`config.mk`:
```
export PLATFORM = sky130hd
export DESIGN_NAME = chimera_cluster_pwr_seq
export DESIGN_NICKNAME = d
export VERILOG_FILES = /design/src/rtl/chimera_cluster_pwr_seq.sv
export SDC_FILE = /design/constraint.sdc
export NUM_CORES = 1
export LEC_CHECK = 0
export BUFFER_PORTS_ARGS = -buffer_cell sky130_fd_sc_hd__buf_4
export CAP_MARGIN = 20
export CORE_UTILIZATION = 30
export CTS_CLUSTER_SIZE = 20
export DETAILED_ROUTE_END_ITERATION = 10
export GPL_ROUTABILITY_DRIVEN = 0
export GPL_TIMING_DRIVEN = 0
export MAX_ROUTING_LAYER = met4
export PLACE_DENSITY = 0.48
export SLEW_MARGIN = 20
export SYNTH_ARGS = -nofsm -noshare
export SYNTH_HDL_FRONTEND = slang
export SYNTH_SLANG_ARGS = --single-unit
```
`constraint.sdc`:
```
create_clock -name clk_i -period 3.91 [get_ports clk_i]
set_input_delay 0 -clock clk_i [delete_from_list [all_inputs] [get_ports clk_i]]
set_output_delay 0 -clock clk_i [all_outputs]
set_load 0.02 [all_outputs]
```
`src/rtl/chimera_cluster_pwr_seq.sv`:
```
// Per-cluster power sequencer: orders clock enable, cluster reset and AXI isolation
// for each cluster from a software power request, one independent Moore FSM per cluster.
module chimera_cluster_pwr_seq #(
   parameter int NumClusters     = 5,
   parameter bit IsolateClusters = 1'b1,
   parameter int RstCycles       = 8,
   parameter int AckTimeout      = 1024
) (
   input  logic                   clk_i,
   input  logic                   rst_i,
   input  logic [NumClusters-1:0] pwr_req_i,
   input  logic [NumClusters-1:0] isolate_ack_i,
   input  logic [NumClusters-1:0] err_clr_i,
   output logic [NumClusters-1:0] isolate_o,
   output logic [NumClusters-1:0] clk_en_o,
   output logic [NumClusters-1:0] cluster_rst_o,
   output logic [NumClusters-1:0] pwr_on_o,
   output logic [NumClusters-1:0] busy_o,
   output logic [NumClusters-1:0] err_o
);

   localparam int AckW = (AckTimeout > 0) ? $clog2(AckTimeout + 1) : 1;
   localparam int CntW = (AckW > 8) ? AckW : 8;
   localparam logic [CntW-1:0] RstLast = CntW'(RstCycles - 1);
   localparam logic [CntW-1:0] AckLast = CntW'((AckTimeout > 0) ? AckTimeout - 1 : 0);
   localparam bit UseTimeout = (AckTimeout > 0);

   typedef enum logic [2:0] {
      Off, ClkUp, RstRel, Deiso, On, Iso, RstDn, ClkDn
   } stateT;

   for (genvar c = 0; c < NumClusters; c++) begin : gCluster
      stateT           state, stateNext;
      logic [CntW-1:0] cnt, cntNext;
      logic            err, errSet;
      logic            ackTo;
      logic            iso, clkEn, clRst;

      assign ackTo = UseTimeout && (cnt == AckLast);

      always_ff @(posedge clk_i or posedge rst_i) begin
         if (rst_i) begin
            state <= Off;
            cnt   <= '0;
            err   <= 1'b0;
         end else begin
            state <= stateNext;
            cnt   <= cntNext;
            // A timeout on the same edge as a clear keeps the error visible.
            if (errSet) begin
               err <= 1'b1;
            end else if (err_clr_i[c]) begin
               err <= 1'b0;
            end
         end
      end

      always_comb begin
         stateNext = state;
         errSet    = 1'b0;
         case (state)
            Off:    if (pwr_req_i[c]) stateNext = ClkUp;
            ClkUp:  if (cnt == RstLast) stateNext = RstRel;
            RstRel: stateNext = IsolateClusters ? Deiso : On;
            Deiso: begin
               if (!isolate_ack_i[c]) begin
                  stateNext = On;
               end else if (ackTo) begin
                  errSet    = 1'b1;
                  stateNext = On;
               end
            end
            On:     if (!pwr_req_i[c]) stateNext = IsolateClusters ? Iso : RstDn;
            Iso: begin
               if (isolate_ack_i[c]) begin
                  stateNext = RstDn;
               end else if (ackTo) begin
                  errSet    = 1'b1;
                  stateNext = RstDn;
               end
            end
            RstDn:  if (cnt == RstLast) stateNext = ClkDn;
            ClkDn:  stateNext = Off;
            default: stateNext = Off;
         endcase

         if (stateNext != state) begin
            cntNext = '0;
         end else if (state inside {ClkUp, Deiso, Iso, RstDn}) begin
            cntNext = cnt + 1'b1;
         end else begin
            cntNext = cnt;
         end
      end

      always_comb begin
         iso   = 1'b1;
         clkEn = 1'b1;
         clRst = 1'b0;
         case (state)
            Off:    begin clkEn = 1'b0; clRst = 1'b1; end
            ClkUp:  clRst = 1'b1;
            RstRel: ;
            Deiso:  iso = 1'b0;
            On:     iso = 1'b0;
            Iso:    ;
            RstDn:  clRst = 1'b1;
            ClkDn:  begin clkEn = 1'b0; clRst = 1'b1; end
            default: begin clkEn = 1'b0; clRst = 1'b1; end
         endcase
      end

      assign isolate_o[c]     = IsolateClusters && iso;
      assign clk_en_o[c]      = clkEn;
      assign cluster_rst_o[c] = clRst;
      assign pwr_on_o[c]      = (state == On);
      assign busy_o[c]        = !(state inside {Off, On});
      assign err_o[c]         = err;
   end

endmodule

```
==> reports/results.txt, run 1 <==
Sequential share of power = 0.250
Worst VDD drop = 0.254 mV
RSZ-0062 raised after global routing = false
CP cell instances = clkbuf_1 -> clkinv_1 -> ha_1 -> or4b_1 -> a31oi_1 -> o211ai_1 -> o211ai_1 -> buf_2 -> nor2_1
Status = completed
DRT Wirelength = 12,200 um
Arrival time at the worst endpoint = 3.32 ns
Synth cell types = 71
R2r startpoint = gCluster[1].state[2]$_DFF_PP0_
Sw Ratio = 0.449
Largest net degree at the start of global routing = 55
1st-iter DRT viols = 231
Ant diodes = 0
Cell Area, Synth = 5370 um^2
Final Cycle Share = 0.794
Via Count = 4,729
Critical Path Source Type = register
Synth top cells by count = nor2_1 (82), dfrtp_1 (75), nand2_1 (44), xor2_1 (32), inv_1 (26)
Clock Skew = 0.00657 ns
CTS buffer count = 9
Crit path max-delay cell type = or4b_1
Total die area = 18,400 um^2
TritonCTS clock tree = done
Nets = 729
Die H = 136 um
Final cell count without fillers = 921
Post-CTS Setup Bufs = 0
Final setup viols = 0
Synth Net Count = 660
Final instance area = 6410 um^2
Number of synthesized register bits = 75
Final core utilization = 0.368
Most frequent CP cell = o211ai_1
Fraction of registers with async set/reset = 1.00
Power density cells = 704 nW/um^2
Grt total ovfl = 0
Placed Area = 6030 um^2
Post-Syn Instances = 623
Crit Path Class = reg -> reg
H-tree Lvls = 3
Ys flop type = dfrtp_1
Global-route wire length before repair = 21,300 um
Avg WL per Cell = 13.3 um
Switching pwr = 2.03 mW
Slew Limit Fails = 0
Die Span X = 136 um
Port bufs = 46
Mean post-synth cell area = 8.62 um^2
Seq/Total Area, Yosys = 0.349
Largest area contributor in the netlist = dfrtp_1
Worst hold-check path type = in -> reg
Layout cells sized above 1 = 0.164
Leak pwr = 2.77 nW
Clock root cell = clkbuf_16
Clock share of power = 0.177
Required @ worst endpoint = 4.12 ns
Vias in the first global route = 4,638
Num ports = 47
Worst-margin pin slew = 1.14 ns
Synth area leaders = dfrtp_1 (35%), nor2_1 (5.7%), xor2_1 (5.2%), ha_1 (4.7%), xnor2_1 (3.6%)
CTS sink cnt = 75
Post-synth EDFFs = 0
Most common cell in the netlist = nor2_1
Fmax = 322 MHz
GR Util All Layers = 0.144
CP max stage delay = 0.59 ns
# hold bufs at CTS = 11
Inst Count DP = 895
Crit. End Element = register
DP Wirelength = 8810 um
Crit Path Max Fanout = 10
Worst skew pair latency = 0.33 ns
Cell row count = 48
Minimum clock period = 3.10 ns
Resized cells post-CTS = 0
Headroom to the max-slew limit = 0.226
Comb pwr share = 0.573
Total of max-cap violations = 0
Final Hold Vio Count = 0
CTS Buffer Depth = 2
Vias per cell = 5.13
Fillers = 1,810
Layout area overhead = 19.4%
Total negative slack = 0 ns
Initial antenna violation count = 0
Hold path startpoint = pwr_req_i[2]
P_int = 2.49 mW
Residual DRC = 0
Crit. Startpoint = gCluster[1].state[2]$_DFF_PP0_
First-pass DRT Iterations = 5
Synth warnings = 0
Hold slack = 0.0364 ns
Clock-pin slew on the worst setup and hold paths = 0.06 ns
Area of the core = 17,400 um^2
Share of the synthesized area in the top cell type = 0.349
Post-route ant nets = 0
Starting Density = 0.308
[metal layers]
layer	global-route usage	vias to the layer above	wire length, um
li1	-	2367	-
met3	0.0205	13	399
met1	0.187	2262	5850
met4	0.0537	0	138
met2	0.227	87	5840
met5	-	-	0
[power by group through the flow]
| stage | Sequential [mW] | Combinational, mW | Clock [mW] |
|---|---|---|---|
| 6_report | 1.13 | 2.59 | 0.801 |
| 5_1_grt | 1.15 | 2.87 | 0.869 |
| 4_1_cts | 1.13 | 2.59 | 0.833 |
| 3_5_place_dp | 1.14 | 2.57 | 0 |
| 3_3_place_gp | 1.14 | 2.52 | 0 |
| 2_1_floorplan | 1.09 | 1.95 | 0 |
[registers in the layout (all words and copies together) (netlist names)]
signal and cells:
gCluster.cnt 55, gCluster.err 5, gCluster.state 15
[cell families after synthesis]
logic type / Yosys count / synth area share
simple gates: 280 / 0.288
mux: 7 / 0.0133
xor+xnor: 54 / 0.0880
buf+inv: 75 / 0.0710
fa+ha+maj: 20 / 0.0466
flops: 75 / 0.349
compound gates: 112 / 0.144
[cell usage in the layout, fill, tap and decap left out, types with 8 or more instances in the layout]
cell type	synthesis	routed
nor2_1	82	82
dfrtp_1	75	75
buf_4	21	67
nand2_1	44	44
xor2_1	32	32
inv_1	26	25
a21oi_1	22	22
xnor2_1	22	22
o21ai_0	21	21
nand3_1	21	21
ha_1	20	20
clkbuf_1	14	17
nor3_1	17	17
nor4_1	16	16
nand4_1	16	16
o22ai_1	13	13
dlygate4sd3_1	0	11
nor3_2	10	10
clkbuf_16	0	9
nand2b_1	8	8
or3_1	8	8
[final timing paths]
kind                                                        to  slack, ns  cells after the start
worst max-delay path            gCluster[1].cnt[8]$_DFFE_PP0P_       0.81                      9
worst min-delay path            gCluster[2].state[1]$_DFF_PP0_       0.04                      3
worst max register to register  gCluster[1].cnt[8]$_DFFE_PP0P_       0.81                      9
worst min register to register     gCluster[3].err$_DFFE_PP0P_       0.52                      2
max in group asynchronous       gCluster[0].cnt[2]$_DFFE_PP0P_       3.14                      4
min in group asynchronous          gCluster[2].err$_DFFE_PP0P_       0.19                      3
[through the flow]
stage          power (mW)  setup slack (ns)
2_1_floorplan        3.04              1.45
3_3_place_gp         3.66             0.841
3_5_place_dp         3.71             0.853
4_1_cts              4.55             0.830
5_1_grt              4.89             0.601
6_report             4.51             0.807
[worst max-delay path: cells and delay by family (launching register included)]
family | cells | cell delay, ns
fa+ha+maj | 1 | 0.32
buf+inv | 3 | 0.96
simple gates | 2 | 0.66
compound gates | 3 | 0.65
flops | 1 | 0.38
[cell type report]
class                           instances  area [um^2]  area share
Buffer                                 46          273      0.0425
Clock buffer                           12          236      0.0369
Clock inverter                          3         40.0     0.00624
Inverter                               29          111      0.0174
Multi-Input combinational cell        473         3110       0.485
Sequential cell                        75         1880       0.293
Tap cell                              225          282      0.0439
Timing Repair Buffer                   58          483      0.0753
Power figures use the tool's default switching activity.
==> run 2, diff against run 1 <==
clock period = 3.22 ns   (was 3.91 ns; I/O delays follow)
==> run 2 against run 1 <==
  * Worst hold slack about the same
  * Utilization up 0.10 points
  * Clock skew down 0.00064 ns
  * Critical endpoint unchanged
  * Largest power group unchanged
  * Highest routed layer unchanged
==> reports/results.txt, run 2 (synthesized netlist as in run 1, its figures left out) <==
Biggest regs = gCluster.cnt (55), gCluster.state (15), gCluster.err (5) (unchanged)
First-pass DRT Iterations = 7 (was 5)
Clock Skew = 0.00593 ns (was 0.00657 ns)
CTS sink cnt = 75 (unchanged)
Most frequent CP cell = o211ai_1 (unchanged)
Max reg flops = 55 (unchanged)
Status = completed (unchanged)
Crit Path Class = reg -> reg (unchanged)
CP max stage delay = 0.60 ns (was 0.59 ns)
Nets = 729 (unchanged)
Die H = 136 um (unchanged)
Port bufs = 46 (unchanged)
Placed Area = 6030 um^2 (unchanged)
Worst-margin pin slew = 1.15 ns (was 1.14 ns)
Pre-CTS WS = 0.163 ns (was 0.853 ns)
CTS Buffer Depth = 2 (unchanged)
Reg-to-reg setup timing slack = 0.24 ns (was 0.81 ns)
Num ports = 47 (unchanged)
Leak pwr = 2.78 nW (was 2.77 nW)
Arrival time at the worst endpoint = 3.19 ns (was 3.32 ns)
Initial antenna violation count = 0 (unchanged)
Cell row count = 48 (unchanged)
DRT Wirelength = 12,300 um (was 12,200 um)
Residual DRC = 0 (unchanged)
Final Hold Vio Count = 0 (unchanged)
Reg with most FFs = gCluster.cnt (unchanged)
H-tree Lvls = 3 (unchanged)
Clock-pin slew on the worst setup and hold paths = 0.05 ns (was 0.06 ns)
Required @ worst endpoint = 3.43 ns (was 4.12 ns)
DP Wirelength = 8810 um (unchanged)
Headroom to the max-slew limit = 0.225 (was 0.226)
CP cell instances = clkbuf_1 -> inv_1 -> ha_1 -> or4b_1 -> a31oi_1 -> o211ai_1 -> o211ai_1 -> buf_2 -> nor2_1 (was clkbuf_1 -> clkinv_1 -> ha_1 -> or4b_1 -> a31oi_1 -> o211ai_1 -> o211ai_1 -> buf_2 -> nor2_1)
Crit. Startpoint = gCluster[1].state[1]$_DFF_PP0_ (was gCluster[1].state[2]$_DFF_PP0_)
Grt total ovfl = 0 (unchanged)
Crit path max-delay cell type = or4b_1 (unchanged)
GR Util All Layers = 0.144 (unchanged)
Fmax = 336 MHz (was 322 MHz)
Final Cycle Share = 0.925 (was 0.794)
Die Span X = 136 um (unchanged)
Final setup viols = 0 (unchanged)
Most common cell after layout, fill and taps aside = nor2_1 (unchanged)
Hold slack = 0.0368 ns (was 0.0364 ns)
Final WS setup = 0.242 ns (was 0.807 ns)
CTS buffer count = 9 (unchanged)
Minimum clock period = 2.98 ns (was 3.10 ns)
1st-iter DRT viols = 237 (was 231)
Clock root cell = clkbuf_16 (unchanged)
Critical Path Source Type = register (unchanged)
Area of the core = 17,400 um^2 (unchanged)
Ant diodes = 0 (unchanged)
Total of max-cap violations = 0 (unchanged)
Slew Limit Fails = 0 (unchanged)
Total die area = 18,400 um^2 (unchanged)
Total negative slack = 0 ns (unchanged)
Layout area overhead = 19.8% (was 19.4%)
Crit Path Max Fanout = 10 (unchanged)
Global-route wire length before repair = 21,300 um (unchanged)
Vias per cell = 5.16 (was 5.13)
Layout cells sized above 1 = 0.170 (was 0.164)
Crit. End Element = register (unchanged)
Via Count = 4,749 (was 4,729)
Power density cells = 854 nW/um^2 (was 704 nW/um^2)
Final instance area = 6430 um^2 (was 6410 um^2)
Vias in the first global route = 4,638 (unchanged)
Starting Density = 0.308 (unchanged)
Post-CTS Setup Bufs = 0 (unchanged)
Hold path startpoint = pwr_req_i[0] (was pwr_req_i[2])
Avg WL per Cell = 13.4 um (was 13.3 um)
RSZ-0062 raised after global routing = false (unchanged)
Total Power = 5.49 mW (was 4.51 mW)
R2r startpoint = gCluster[1].state[1]$_DFF_PP0_ (was gCluster[1].state[2]$_DFF_PP0_)
Worst hold-check path type = in -> reg (unchanged)
Worst skew pair latency = 0.33 ns (about the same)
Post-route ant nets = 0 (unchanged)
Worst VDD drop = 0.308 mV (was 0.254 mV)
Largest net degree at the start of global routing = 55 (unchanged)
TritonCTS clock tree = done (unchanged)
Most frequent cells in the layout = nor2_1 (82), dfrtp_1 (75), buf_4 (67) (unchanged)
## run 2: path summary, 6_finish.rpt
check	endpoint	depth (start not counted)
worst min-delay path	gCluster[0].state[1]$_DFF_PP0_	3
max in group asynchronous	gCluster[0].cnt[2]$_DFFE_PP0P_	4
worst max-delay path	gCluster[1].cnt[8]$_DFFE_PP0P_	9
worst max register to register	gCluster[1].cnt[8]$_DFFE_PP0P_	9
min in group asynchronous	gCluster[2].err$_DFFE_PP0P_	3
worst min register to register	gCluster[3].err$_DFFE_PP0P_	2
## run 2: timing repair
action / in CTS / in global routing
gates resized for setup: 0 / 5
hold buffers: 11 / 0
endpoints found under the setup margin: 0 / 38
hold endpoints to repair: 31 / 0
## run 2: per-stage QoR
stage               std cells   util
global placement          894  0.344
global route              921  0.369
detailed placement        895  0.346
floorplan                 623      -
finish                    921  0.369
CTS                       921  0.368
## run 2: per-layer routing
layer / vias up / routed length [um] / GRT usage
met5: - / 0 / -
met1: 2277 / 5860 / 0.187
met4: 0 / 138 / 0.0537
li1: 2361 / - / -
met3: 13 / 412 / 0.0205
met2: 98 / 5900 / 0.227
## run 2: cell type report
class                           count  area [um^2]
Fill cell                        1811        11000
Multi-Input combinational cell    473         3130
Sequential cell                    75         1880
Timing Repair Buffer               58          483
Tap cell                          225          282
Buffer                             46          274
Clock buffer                       12          236
Inverter                           29          111
Clock inverter                      3         40.0
## run 2: report_power, final
group          internal (mW)  switching (mW)  total (mW)
Sequential              1.14           0.225        1.37
Combinational           1.30            1.86        3.15
Clock                  0.594           0.377       0.971
## run 2: critical path: cells and delay by family, from the launching register on
kind,cells,cell delay [ns]
buffers and inverters,3,0.78
AND/OR/NAND/NOR,2,0.67
AO/OA/AOI/OAI,3,0.64
flip-flops,1,0.48
adder cells (fa/ha/maj),1,0.28
